--- config.mk ---
export PLATFORM = sky130hd
export DESIGN_NAME = rs232_recv
export DESIGN_NICKNAME = d
export VERILOG_FILES = /design/src/rtl/rs232_recv.sv
export SDC_FILE = /design/constraint.sdc
export NUM_CORES = 1
export LEC_CHECK = 0
export BUFFER_PORTS_ARGS = -buffer_cell sky130_fd_sc_hd__buf_2
export CORE_MARGIN = 2
export CORE_UTILIZATION = 48
export DETAILED_ROUTE_END_ITERATION = 8
export PLACE_DENSITY = 0.63
export SLEW_MARGIN = 40
export SYNTH_ARGS = -nofsm -noshare
export SYNTH_HDL_FRONTEND = slang
export SYNTH_SLANG_ARGS = --single-unit
--- constraint.sdc ---
create_clock -name clock -period 7.4 [get_ports clock]
set_clock_uncertainty 0.15 [all_clocks]
set_input_delay 0.74 -clock clock [delete_from_list [all_inputs] [get_ports clock]]
set_output_delay 0.74 -clock clock [all_outputs]
set_load 0.05 [all_outputs]
--- src/rtl/rs232_recv.sv ---
// RS232/UART 8N1 receiver for the FT232 link: fractional phase-accumulator bit timing,
// single-entry valid/ready output buffer and CTS_n flow control.
module rs232_recv #(
  parameter int unsigned CLOCK_FREQ = 133000000,
  parameter int unsigned BAUD_RATE  = 12000000
) (
  input  logic       clock,
  input  logic       reset,
  input  logic       rxd,
  output logic       cts_n,
  output logic [7:0] data,
  output logic       valid,
  input  logic       ready,
  output logic       frame_error,
  output logic       overrun
);

  localparam int unsigned ACC_W  = 32;
  localparam int unsigned DATA_W = 8;
  localparam int unsigned CNT_W  = 3;

  localparam logic [ACC_W-1:0] ACC_INC  = ACC_W'(BAUD_RATE);
  localparam logic [ACC_W-1:0] ACC_MOD  = ACC_W'(CLOCK_FREQ);
  localparam logic [ACC_W-1:0] ACC_HALF = ACC_W'(CLOCK_FREQ / 2);
  localparam logic [CNT_W-1:0] LAST_BIT = CNT_W'(DATA_W - 1);

  if (CLOCK_FREQ < 4 * BAUD_RATE) begin : g_param_check
    $error("rs232_recv: CLOCK_FREQ must be at least 4*BAUD_RATE");
  end

  typedef enum logic [2:0] {
    IDLE,
    START,
    DATA,
    STOP,
    WAIT_HIGH
  } state_t;

  state_t              state, state_nxt;
  logic                rxd_meta, rxd_s;
  logic [ACC_W-1:0]    acc, acc_nxt, acc_sum;
  logic                tick;
  logic [CNT_W-1:0]    bitcnt, bitcnt_nxt;
  logic [DATA_W-1:0]   shreg, shreg_nxt;
  logic [DATA_W-1:0]   data_nxt;
  logic                valid_nxt;
  logic                frame_error_nxt;
  logic                overrun_nxt;
  logic                store;

  // State, timing and output registers
  always_ff @(posedge clock) begin
    if (reset) begin
      rxd_meta    <= 1'b1;
      rxd_s       <= 1'b1;
      state       <= IDLE;
      acc         <= '0;
      bitcnt      <= '0;
      shreg       <= '0;
      data        <= '0;
      valid       <= 1'b0;
      frame_error <= 1'b0;
      overrun     <= 1'b0;
      cts_n       <= 1'b1;
    end else begin
      rxd_meta    <= rxd;
      rxd_s       <= rxd_meta;
      state       <= state_nxt;
      acc         <= acc_nxt;
      bitcnt      <= bitcnt_nxt;
      shreg       <= shreg_nxt;
      data        <= data_nxt;
      valid       <= valid_nxt;
      frame_error <= frame_error_nxt;
      overrun     <= overrun_nxt;
      cts_n       <= valid;
    end
  end

  // Next-state, bit timing and buffer control
  always_comb begin
    state_nxt       = state;
    acc_nxt         = acc;
    acc_sum         = acc + ACC_INC;
    tick            = 1'b0;
    bitcnt_nxt      = bitcnt;
    shreg_nxt       = shreg;
    data_nxt        = data;
    valid_nxt       = valid;
    frame_error_nxt = 1'b0;
    overrun_nxt     = 1'b0;
    store           = 1'b0;

    // Accumulator only runs while a frame is being timed
    if (state != IDLE && state != WAIT_HIGH) begin
      tick    = (acc_sum >= ACC_MOD);
      acc_nxt = tick ? (acc_sum - ACC_MOD) : acc_sum;
    end

    case (state)
      IDLE: begin
        if (!rxd_s) begin
          state_nxt = START;
          acc_nxt   = ACC_HALF;
        end
      end
      START: begin
        if (tick) begin
          if (rxd_s) begin
            state_nxt = IDLE;
          end else begin
            state_nxt  = DATA;
            bitcnt_nxt = '0;
          end
        end
      end
      DATA: begin
        if (tick) begin
          shreg_nxt  = {rxd_s, shreg[DATA_W-1:1]};
          bitcnt_nxt = CNT_W'(bitcnt + 1'b1);
          if (bitcnt == LAST_BIT) begin
            state_nxt = STOP;
          end
        end
      end
      STOP: begin
        if (tick) begin
          if (rxd_s) begin
            state_nxt = IDLE;
            store     = 1'b1;
          end else begin
            state_nxt       = WAIT_HIGH;
            frame_error_nxt = 1'b1;
          end
        end
      end
      WAIT_HIGH: begin
        if (rxd_s) begin
          state_nxt = IDLE;
        end
      end
      default: state_nxt = IDLE;
    endcase

    // Single-entry buffer: a store may overlap a consume, otherwise a full buffer drops the byte
    if (store) begin
      if (!valid || ready) begin
        data_nxt  = shreg;
        valid_nxt = 1'b1;
      end else begin
        overrun_nxt = 1'b1;
      end
    end else if (valid && ready) begin
      valid_nxt = 1'b0;
    end
  end

endmodule

# Word level (Yosys, flattened, before mapping)
# Cells that the tools add are included.
dict set report classes {
  n_addsub 3
  mul 0
  div 0
  n_lt_le_gt_ge 1
  n_eq_ne 14
  n_shift 0
  n_mux 26
  n_bitwise 3
  n_reduce_logical 15
}
# cell n
set ops {}
lappend ops {{$mux 32} 4}
lappend ops {{$add 32x24->32 const B} 1}
lappend ops {{$ge 32x27->1 const B} 1}
lappend ops {{$sub 32x27->32 const B} 1}
lappend ops {{$mux 3} 10}
lappend ops {{$pmux 3 s5} 1}
lappend ops {{$ne 2x2->1 const B} 7}
lappend ops {{$mux 1} 9}
lappend ops {{$eq 3x2->1 const B} 2}
lappend ops {{$eq 3x3->1 const B} 2}
lappend ops {{$pmux 3 s2} 1}
lappend ops {{$reduce_and 2->1} 3}
lappend ops {{$reduce_and 6->1} 1}
lappend ops {{$reduce_and 4->1} 1}
lappend ops {{$reduce_bool 2->1} 2}
lappend ops {{$add 3x1->3 const B} 1}
lappend ops {{$eq 3x1->1 const B} 1}
lappend ops {{$logic_not 3->1} 1}
lappend ops {{$ne 3x3->1 const B} 1}
lappend ops {{$not 1->1} 3}
lappend ops {{$reduce_bool 3->1} 1}
lappend ops {{$reduce_or 3->1} 1}
lappend ops {{$logic_and 1x1->1} 2}
lappend ops {{$mux 2} 1}
lappend ops {{other kinds (4)} 4}
dict set report word_totals {
  register_bits 60
  latch_bits 0
  mem_bits_rw 0
  romBits 0
  input_bits 4
  output_inout_bits 12
  wordCells 73
  memories 0
}

# Longest topological paths before layout
# Gate-level depths: netlist of the first run.
dict set report depth {
  word_depth 7
  depth_mapped 15
  ltp_nobuf 12
}

# Least setup slack after synthesis of the first run
# OpenSTA, ideal clock, no wires.
dict set report synth_path {
  kind {flip-flop to flip-flop}
  startpoint {reg acc[8]}
  endpoint {reg bitcnt[2]}
  setup_time_ns 0.068
  t_arrival_ns 3.006
  required_ns 7.182
  setup_slack_ns 4.177
  stages_incl_launch_ff 16
  path_buffers 3
  synth_period_minus_slack_ns 3.223
  path_cell_list {dfxtp_1 > buf_6 > inv_1 > ha_1 > nand2b_4 > a211o_1 > and2_4 > nor3b_2 > o2111ai_2 > a31o_1 > buf_6 > and2_4 > buf_6 > or3_4 > or2_1 > a21oi_2}
}
dict set report synth_between {
  elab_chain_len 5
  word_cells_on_any_way 6
  classes_between {add/sub: 1; order compare: 1; eq/ne: 2; mux: 1; reduce/logical: 1}
}
# item line_no
set synth_rtl {}
lappend synth_rtl {{start, declared} 41} ;# logic [ACC_W-1:0] acc, acc_nxt, acc_sum;
lappend synth_rtl {{start signal, assigned} 69} ;# acc <= acc_nxt;
lappend synth_rtl {{$add 32x24->32 (*)} 84} ;# acc_sum = acc + ACC_INC;
lappend synth_rtl {{$ge 32x27->1 (*)} 96} ;# tick = (acc_sum >= ACC_MOD);
lappend synth_rtl {{$mux 1 (*)} 95} ;# if (state != IDLE && state != WAIT_HIGH) begin
lappend synth_rtl {{$ne 2x2->1 (no line)} --}
lappend synth_rtl {{$reduce_and 4->1 (no line) (*)} --}
lappend synth_rtl {{end signal, assigned} 70} ;# bitcnt <= bitcnt_nxt;
lappend synth_rtl {{end, declared} 43} ;# logic [CNT_W-1:0] bitcnt, bitcnt_nxt;
# Every way passes the cells marked *; elsewhere a longest branch is shown, timed or not.
# A chain may end at the register's enable or synchronous reset.

# Worst setup path in the final report of the first run
dict set report layout_path {
  startpoint {reg acc[8]}
  endpoint {reg data[0]}
}
dict set report layout_between {
  elab_chain_len 6
}
# item line_no
set layout_rtl {}
lappend layout_rtl {{$add 32x24->32} 84}
lappend layout_rtl {{$ge 32x27->1} 96}
lappend layout_rtl {{$mux 1} 95}
lappend layout_rtl {{$mux 1} 127} ;# if (tick) begin
lappend layout_rtl {{$mux 1} 100} ;# case (state)
lappend layout_rtl {{$reduce_and 2->1 (no line)} --}
lappend layout_rtl {{end signal, assigned} 72} ;# data <= data_nxt;
lappend layout_rtl {{end, declared} 11} ;# output logic [7:0] data,
# Every way passes these cells.

==> summary.md, run 1 <==
| Metric | Value |
|---|---|
| Outcome | `complete, no violations` |
| Setup TNS | `0 ns` |
| Chip Width | `92.4 um` |
| Most frequent cells in the layout | `55 x nor2_1, 55 x dfxtp_1, 45 x nand2_1, 29 x a21oi_1, 21 x nand3_1` |
| Peak supply drop | `0.0000994 V` |
| Yosys reg bits | `55` |
| TritonCTS buffer count | `5` |
| Worst Path Required | `7.45 ns` |
| Starting DRT DRC Count | `212` |
| NumNets Final | `466` |
| PnR Total Power | `0.648 mW` |
| Hold path startpoint | `rxd_meta` |
| Post-CTS Setup Inserts | `0` |
| CP Max Fanout | `26` |
| CTS tree | `built` |
| Max Freq | `0.252 GHz` |
| Final ANT Viol Nets | `0` |
| Slew Viols, Final | `0` |
| TritonRoute pass-1 iters | `5` |
| Slowest cell on crit path | `nand4_1` |
| Critical-path cell list | `inv_1 > ha_1 > nand2b_4 > a21oi_4 > o21ai_2 > a221oi_4 > o2111ai_2 > a31o_1 > nand2_2 > nand4_1 > mux2i_1 > nor2_1` |
| Cts-stage hold buffer count | `0` |
| Drt drc | `0` |
| Pwr dens | `167 mW/mm2` |
| Setup CP Type | `register to register` |
| Library cells used by synthesis | `84` |
| Total leakage power | `1.37 nW` |
| Post-CTS Resized | `0` |
| Filler instances | `745` |
| Critical path's largest stage delay | `0.57 ns` |
| Port Buf Inserts | `15` |
| Ys async rst share | `0%` |
| Reg2reg start | `acc[8]` |
| Worst-skew pair later-pin latency | `0.32 ns` |
| Crit Reg-Reg Endpoint | `data[0]` |
| Chip Height | `92.4 um` |
| Initial core utilization | `49.1%` |
| Gpl congestion | `0.928` |
| Setup crit start kind | `register` |
| Residual overflow from global routing | `0` |
| FF+latch area | `0.00110 mm2` |
| Layout cells sized above 1 | `14.6%` |
| Crit share post-route | `53.6%` |
| Mapped Area | `0.00375 mm2` |
| Syn_area_per_cell | `8.04 um2` |
| R2R Setup Slk | `3.43 ns` |
| Vias in the first global route | `2964` |
| Crit. End Element | `register` |
| Hold Slack | `0.278 ns` |
| WL/cell | `15.7 um` |
| IO Count | `16` |
| CTS max path bufs | `2` |
| Synthesis warning total | `0` |
| Clock sink count | `55` |
| Slew HR | `53.6%` |
| Dpl hpwl | `6160 um` |
| End of the worst hold path | `rxd_s` |
| Reg2Reg Depth | `12` |
| Syn Inst Count | `467` |
| GRT Overall Usage | `21.0%` |
| Diodes inserted | `0` |
| Initial antenna violation count | `0` |
| # placed instances | `552` |
| Routed wire length | `8800 um` |
| Reg clk slew, reported paths | `0.11 ns` |
| Hold Fails Final Rpt | `0` |
| Worst EP arrival | `4.02 ns` |
| Die area | `0.00855 mm2` |
| Max-cap viol count | `0` |
| Largest net degree at the start of global routing | `44` |
| Post-Layout Cell Count | `560` |
| Min-delay worst type | `register to register` |
| Vias after detailed routing | `3319` |
| Hold depth | `1` |
| Post-synth EDFFs | `0` |
| First-pass GRT wire length | `14700 um` |
| Main synth FF type | `dfxtp_1` |
| Finish-stage setup viols | `0` |
| Row cnt | `32` |
| Minimum clock period | `3.97 ns` |
| Layout area overhead | `3.10%` |
| Area of the multi-input gates | `0.00243 mm2` |
| Net Count, Synth | `476` |
| RSZ-0062 raised after global routing | `false` |
| H-Tree Depth | `2` |
| Core area | `0.00765 mm2` |
| Root buf cell | `clkbuf_8` |
| Sequential fraction of the synthesis area | `29.3%` |
| Least-Margin Pin Slew | `0.696 ns` |
| Via-to-Cell Ratio | `5.93` |
## critical path: cells and delay by family, from the launching register on
family                   cells  cell delay [ns]
AO/OA/AOI/OAI                5             1.23
AND/OR/NAND/NOR              4             1.28
buffers and inverters        1             0.08
adder cells (fa/ha/maj)      1             0.28
flip-flops                   1             0.50
multiplexers                 1             0.31
## sequential cells by signal, indices dropped and copies added, names as in the netlist, 3 cells and up
| register | count |
|---|---|
| acc | 27 |
| data | 8 |
| shreg | 8 |
| bitcnt | 3 |
| state | 3 |
## logic make-up after synthesis
family | Yosys count | share of synthesized area, %
AND/OR/NAND/NOR | 203 | 28.5
AO/OA/AOI/OAI | 118 | 23.8
flip-flops | 55 | 29.3
buffers and inverters | 43 | 6.03
XOR/XNOR | 28 | 6.53
multiplexers | 15 | 4.17
adder cells (fa/ha/maj) | 5 | 1.67
## synth_stat cells, drive strengths merged (4+ instances only)
cell type  number  area, um2
nor2           56        218
dfxtp          55       1100
nand2          47        186
a21oi          33        188
nand3          22        115
nor3           21        115
xnor2          20        175
o21ai          18        105
clkbuf         17       63.8
buf            16        125
mux2i          13        130
a211oi         11       87.6
inv            10       37.5
or2             9       56.3
and2            8       57.6
or3             8       60.1
xor2            8       70.1
nor2b           6       37.5
o21a            6       45.0
a31oi           5       31.3
ha              5       62.6
nand2b          5       38.8
nand4           5       31.3
a22oi           4       30.0
a31o            4       35.0
and3            4       30.0
o211ai          4       43.8
## area by class of cell
cell class,instances,area share [%]
Timing Repair Buffer,16,2.20
Clock buffer,6,1.87
Tap cell,102,3.30
Clock inverter,2,0.420
Inverter,10,0.970
Multi-Input combinational cell,369,62.8
Sequential cell,55,28.4
## power by group
group	switching, mW	internal [mW]	total [mW]
Sequential	0.0242	0.306	0.331
Clock	0.112	0.0685	0.180
Combinational	0.0795	0.0572	0.137
## how the worst max path moves through the flow
| stage | from | to | slack, ns |
|---|---|---|---|
| global route | acc[8] | data[2] | 3.05 |
| finish | acc[8] | data[0] | 3.43 |
| CTS | acc[8] | data[1] | 3.43 |
| global placement | acc[8] | data[3] | 3.57 |
| detailed placement | acc[8] | data[2] | 3.46 |
| floorplan | acc[8] | bitcnt[2] | 4.18 |
## metal layers
| metal | GRT usage, % | part of all wire (%) | vias up | routed length (um) |
|---|---|---|---|---|
| met3 | 2.60 | 4.5 | 20 | 393 |
| met1 | 28.1 | 47 | 1562 | 4170 |
| met2 | 34.5 | 45 | 90 | 3990 |
| li1 | - | - | 1647 | - |
| met4 | 7.71 | 2.9 | 0 | 253 |
| met5 | 0 | 0 | - | 0 |
## through the flow
stage / util (%) / cell area [um2] / setup WS, ns
2_1_floorplan: - / 3750 / 4.18
3_3_place_gp: 49.4 / 3780 / 3.57
3_5_place_dp: 49.4 / 3780 / 3.46
4_1_cts: 50.6 / 3870 / 3.43
5_1_grt: 50.6 / 3870 / 3.05
6_report: 50.6 / 3870 / 3.43
No activity file was read; power rests on OpenSTA's default activity.
==> run 2, diff against run 1 <==
Settings changed: ABC_AREA set to 1.
Clock period 7.4 ns to 4.2 ns, I/O delays scaled along.
==> run 2 against run 1 <==
Routed wire length grew 11%. First-iteration DRC count grew 35%. Hold slack lost 0.14 ns. Fmax grew 21%. Cell area grew 5.7%. Largest power group is now combinational cells.
==> summary.md, run 2 <==
| Metric | Value |
|---|---|
| Vias after detailed routing | `3946 (was 3319)` |
| Library cells used by synthesis | `33 (was 84)` |
| Sw Share | `53.9% (was 33.3%)` |
| Layout cells sized above 1 | `10.5% (was 14.6%)` |
| Slew Viols, Final | `0 (unchanged)` |
| Net Count, Synth | `657 (was 476)` |
| Crit share post-route | `78.2% (was 53.6%)` |
| Crit. End Element | `register (unchanged)` |
| Post-CTS Resized | `0 (unchanged)` |
| Least-Margin Pin Slew | `0.674 ns (was 0.696 ns)` |
| NumNets Final | `668 (was 466)` |
| Diodes inserted | `0 (unchanged)` |
| Layout area overhead | `6.20% (was 3.10%)` |
| Min-delay worst type | `input port to register (was register to register)` |
| Mapped Area | `0.00385 mm2 (was 0.00375 mm2)` |
| Residual overflow from global routing | `0 (unchanged)` |
| Setup crit start kind | `register (unchanged)` |
| Row cnt | `32 (unchanged)` |
| Core area | `0.00777 mm2 (was 0.00765 mm2)` |
| Top cells by count, synth | `197 x nand2_1, 76 x inv_1, 75 x nor2_1 (was 55 x dfxtp_1, 55 x nor2_1, 45 x nand2_1)` |
| Initial core utilization | `49.6% (was 49.1%)` |
| Chip Height | `93.6 um (was 92.4 um)` |
| Drt drc | `0 (unchanged)` |
| Worst EP arrival | `3.33 ns (was 4.02 ns)` |
| Reg2reg start | `acc[8] (unchanged)` |
| Initial antenna violation count | `0 (unchanged)` |
| Root buf cell | `clkbuf_8 (unchanged)` |
| Switching pwr | `1.57 mW (was 0.216 mW)` |
| Post-CTS Setup Inserts | `0 (unchanged)` |
| Reg2Reg Depth | `22 (was 12)` |
| Total leakage power | `2.06 nW (was 1.37 nW)` |
| Max-cap viol count | `0 (unchanged)` |
| Dpl hpwl | `7360 um (was 6160 um)` |
| Syn_area_per_cell | `5.95 um2 (was 8.04 um2)` |
| Filler instances | `844 (was 745)` |
| Clock sink count | `55 (unchanged)` |
| Synthesis warning total | `0 (unchanged)` |
| Combinational power share | `62.0% (was 21.1%)` |
| Chip Width | `93.6 um (was 92.4 um)` |
| CTS tree | `built (unchanged)` |
| Crit Reg-Reg Endpoint | `state[2] (was data[0])` |
| Setup TNS | `0 ns (unchanged)` |
| Starting DRT DRC Count | `286 (was 212)` |
| Main synth FF type | `dfxtp_1 (unchanged)` |
| Internal power | `1.34 mW (was 0.432 mW)` |
| Port Buf Inserts | `15 (unchanged)` |
| Final ANT Viol Nets | `0 (unchanged)` |
| CTS max path bufs | `2 (unchanged)` |
| Worst Path Required | `4.25 ns (was 7.45 ns)` |
| Finish-stage setup viols | `0 (unchanged)` |
| Synth top area cells | `dfxtp_1 29%, nand2_1 19%, inv_1 7.4%, nor2_1 7.3%, nand3_1 7.3% (was dfxtp_1 29%, nor2_1 5.5%, xnor2_1 4.7%, nand2_1 4.5%, a21oi_1 3.9%)` |
| Most frequent cells in the layout | `197 x nand2_1, 76 x inv_1, 74 x nor2_1, 56 x nand3_1, 55 x dfxtp_1 (was 55 x nor2_1, 55 x dfxtp_1, 45 x nand2_1, 29 x a21oi_1, 21 x nand3_1)` |
| Worst-skew pair later-pin latency | `0.31 ns (was 0.32 ns)` |
| Largest registers | `acc (27), data (8), shreg (8) (unchanged)` |
| Crit. Startpoint | `acc[8] (unchanged)` |
| Worst setup path end | `state[2] (was data[0])` |
| IO Count | `16 (unchanged)` |
| Post-synth EDFFs | `0 (unchanged)` |
| Pwr dens | `712 mW/mm2 (was 167 mW/mm2)` |
| Gpl congestion | `0.931 (was 0.928)` |
| Hold Fails Final Rpt | `0 (unchanged)` |
| Reg clk slew, reported paths | `0.10 ns (was 0.11 ns)` |
| Routed wire length | `9810 um (was 8800 um)` |
| TritonCTS buffer count | `5 (unchanged)` |
| Largest Register | `acc (unchanged)` |
| Vias in the first global route | `3580 (was 2964)` |
| Via-to-Cell Ratio | `5.18 (was 5.93)` |
| Die area | `0.00876 mm2 (was 0.00855 mm2)` |
| GRT Overall Usage | `24.0% (was 21.0%)` |
| Largest area contributor in the netlist | `dfxtp_1 (unchanged)` |
| Minimum clock period | `3.29 ns (was 3.97 ns)` |
| WL/cell | `12.9 um (was 15.7 um)` |
| Most common cell in the netlist | `nand2_1` |
| Seq pwr share | `27.4% (was 51.0%)` |
| R2R Setup Slk | `0.91 ns (was 3.43 ns)` |
| Clock group share of total power | `10.6% (was 27.9%)` |
| Slew HR | `55.0% (was 53.6%)` |
| Setup CP Type | `register to register (unchanged)` |
| Commonest non-fill, non-tap cell in the layout | `nand2_1` |
| Ys async rst share | `0% (unchanged)` |
| Sequential fraction of the synthesis area | `28.6% (was 29.3%)` |
| Yosys reg bits | `55 (unchanged)` |
| H-Tree Depth | `2 (unchanged)` |
| PnR Total Power | `2.91 mW (was 0.648 mW)` |
| CP Max Fanout | `43 (was 26)` |
| Syn Inst Count | `648 (was 467)` |
| RSZ-0062 raised after global routing | `false (unchanged)` |
| Max reg flops | `27 (unchanged)` |
| First-pass GRT wire length | `16700 um (was 14700 um)` |
| Peak supply drop | `0.000417 V (was 0.0000994 V)` |
| Largest net degree at the start of global routing | `44 (unchanged)` |
| Cts-stage hold buffer count | `0 (unchanged)` |
| TritonRoute pass-1 iters | `5 (unchanged)` |
| Share of the synthesized area in the top cell type | `28.6% (was 29.3%)` |
| Max Freq | `0.304 GHz (was 0.252 GHz)` |
| Outcome | `complete, no violations (unchanged)` |
-- run 2: kinds of logic (layout without fill, tap and decap cells) --
group	Yosys count	count (layout)	share of synthesized area [%]
flip-flops	55	55	28.6
buffers and inverters	97	109	10.2
XOR/XNOR	6	6	1.36
adder cells (fa/ha/maj)	5	5	1.62
AO/OA/AOI/OAI	91	91	12.2
AND/OR/NAND/NOR	394	394	46.1
-- run 2: critical path, cell delays in order (launching register included) --
cell and delay [ns]:
dfxtp_1 0.38, inv_1 0.07, ha_1 0.22, inv_1 0.08, nand2_1 0.07, nand2_1 0.20
nand2_1 0.13, nand2_1 0.08, nand2_1 0.06, nand2_1 0.10, nand3_1 0.08, nand2_1 0.13
nand2_1 0.10, inv_2 0.08, nand2_2 0.07, nor2_4 0.13, nand3_4 0.40, nand2_4 0.27
nand2_2 0.10, nand2_1 0.12, nand2_1 0.07, nand2_1 0.06, nor2_1 0.03
-- run 2: power by group through the flow --
stage	clock network [mW]	registers [mW]	logic, mW
after global routing	0.342	0.819	2.07
after global placement	0	0.807	1.76
after CTS	0.324	0.795	1.79
after floorplan	0	0.803	1.44
after detailed placement	0	0.808	1.79
final	0.309	0.798	1.80
-- run 2: layout make-up --
class / count / area (um2) / area share (%)
clock buffers: 5 / 68.8 / 1.68
clock inverters: 3 / 22.5 / 0.550
inverters: 83 / 312 / 7.61
multi-input cells: 496 / 2360 / 57.7
flip-flops and latches: 55 / 1100 / 26.9
well taps: 102 / 128 / 3.12
repair buffers: 18 / 97.6 / 2.39
-- run 2: through the flow --
| step | hold WS, ns | std cells | util [%] | instance area [um2] | setup slack (ns) |
|---|---|---|---|---|---|
| after CTS | 0.131 | 762 | 52.7 | 4090 | 0.904 |
| after global placement | 0.241 | 754 | 51.5 | 4000 | 1.05 |
| final | 0.140 | 762 | 52.7 | 4090 | 0.914 |
| after floorplan | 0.239 | 648 | - | 3850 | 1.68 |
| after detailed placement | 0.265 | 754 | 51.5 | 4000 | 0.931 |
| after global routing | 0.136 | 762 | 52.7 | 4090 | 0.446 |
-- run 2: worst min-delay path by stage --
stage / slack [ns] / end / depth (start not counted) / start
after floorplan: 0.24 / rxd_s / 1 / rxd_meta
after global placement: 0.24 / rxd_s / 1 / rxd_meta
after detailed placement: 0.27 / rxd_s / 1 / rxd_meta
after CTS: 0.13 / rxd_meta / 2 / rxd
after global routing: 0.14 / rxd_meta / 2 / rxd
final: 0.14 / rxd_meta / 2 / rxd
-- run 2: layer usage --
metal / wire [um] / global-route usage [%]
met1: 4800 / 32.2
met2: 4510 / 41.5
met3: 377 / 2.82
met4: 129 / 4.95
met5: 0 / 0
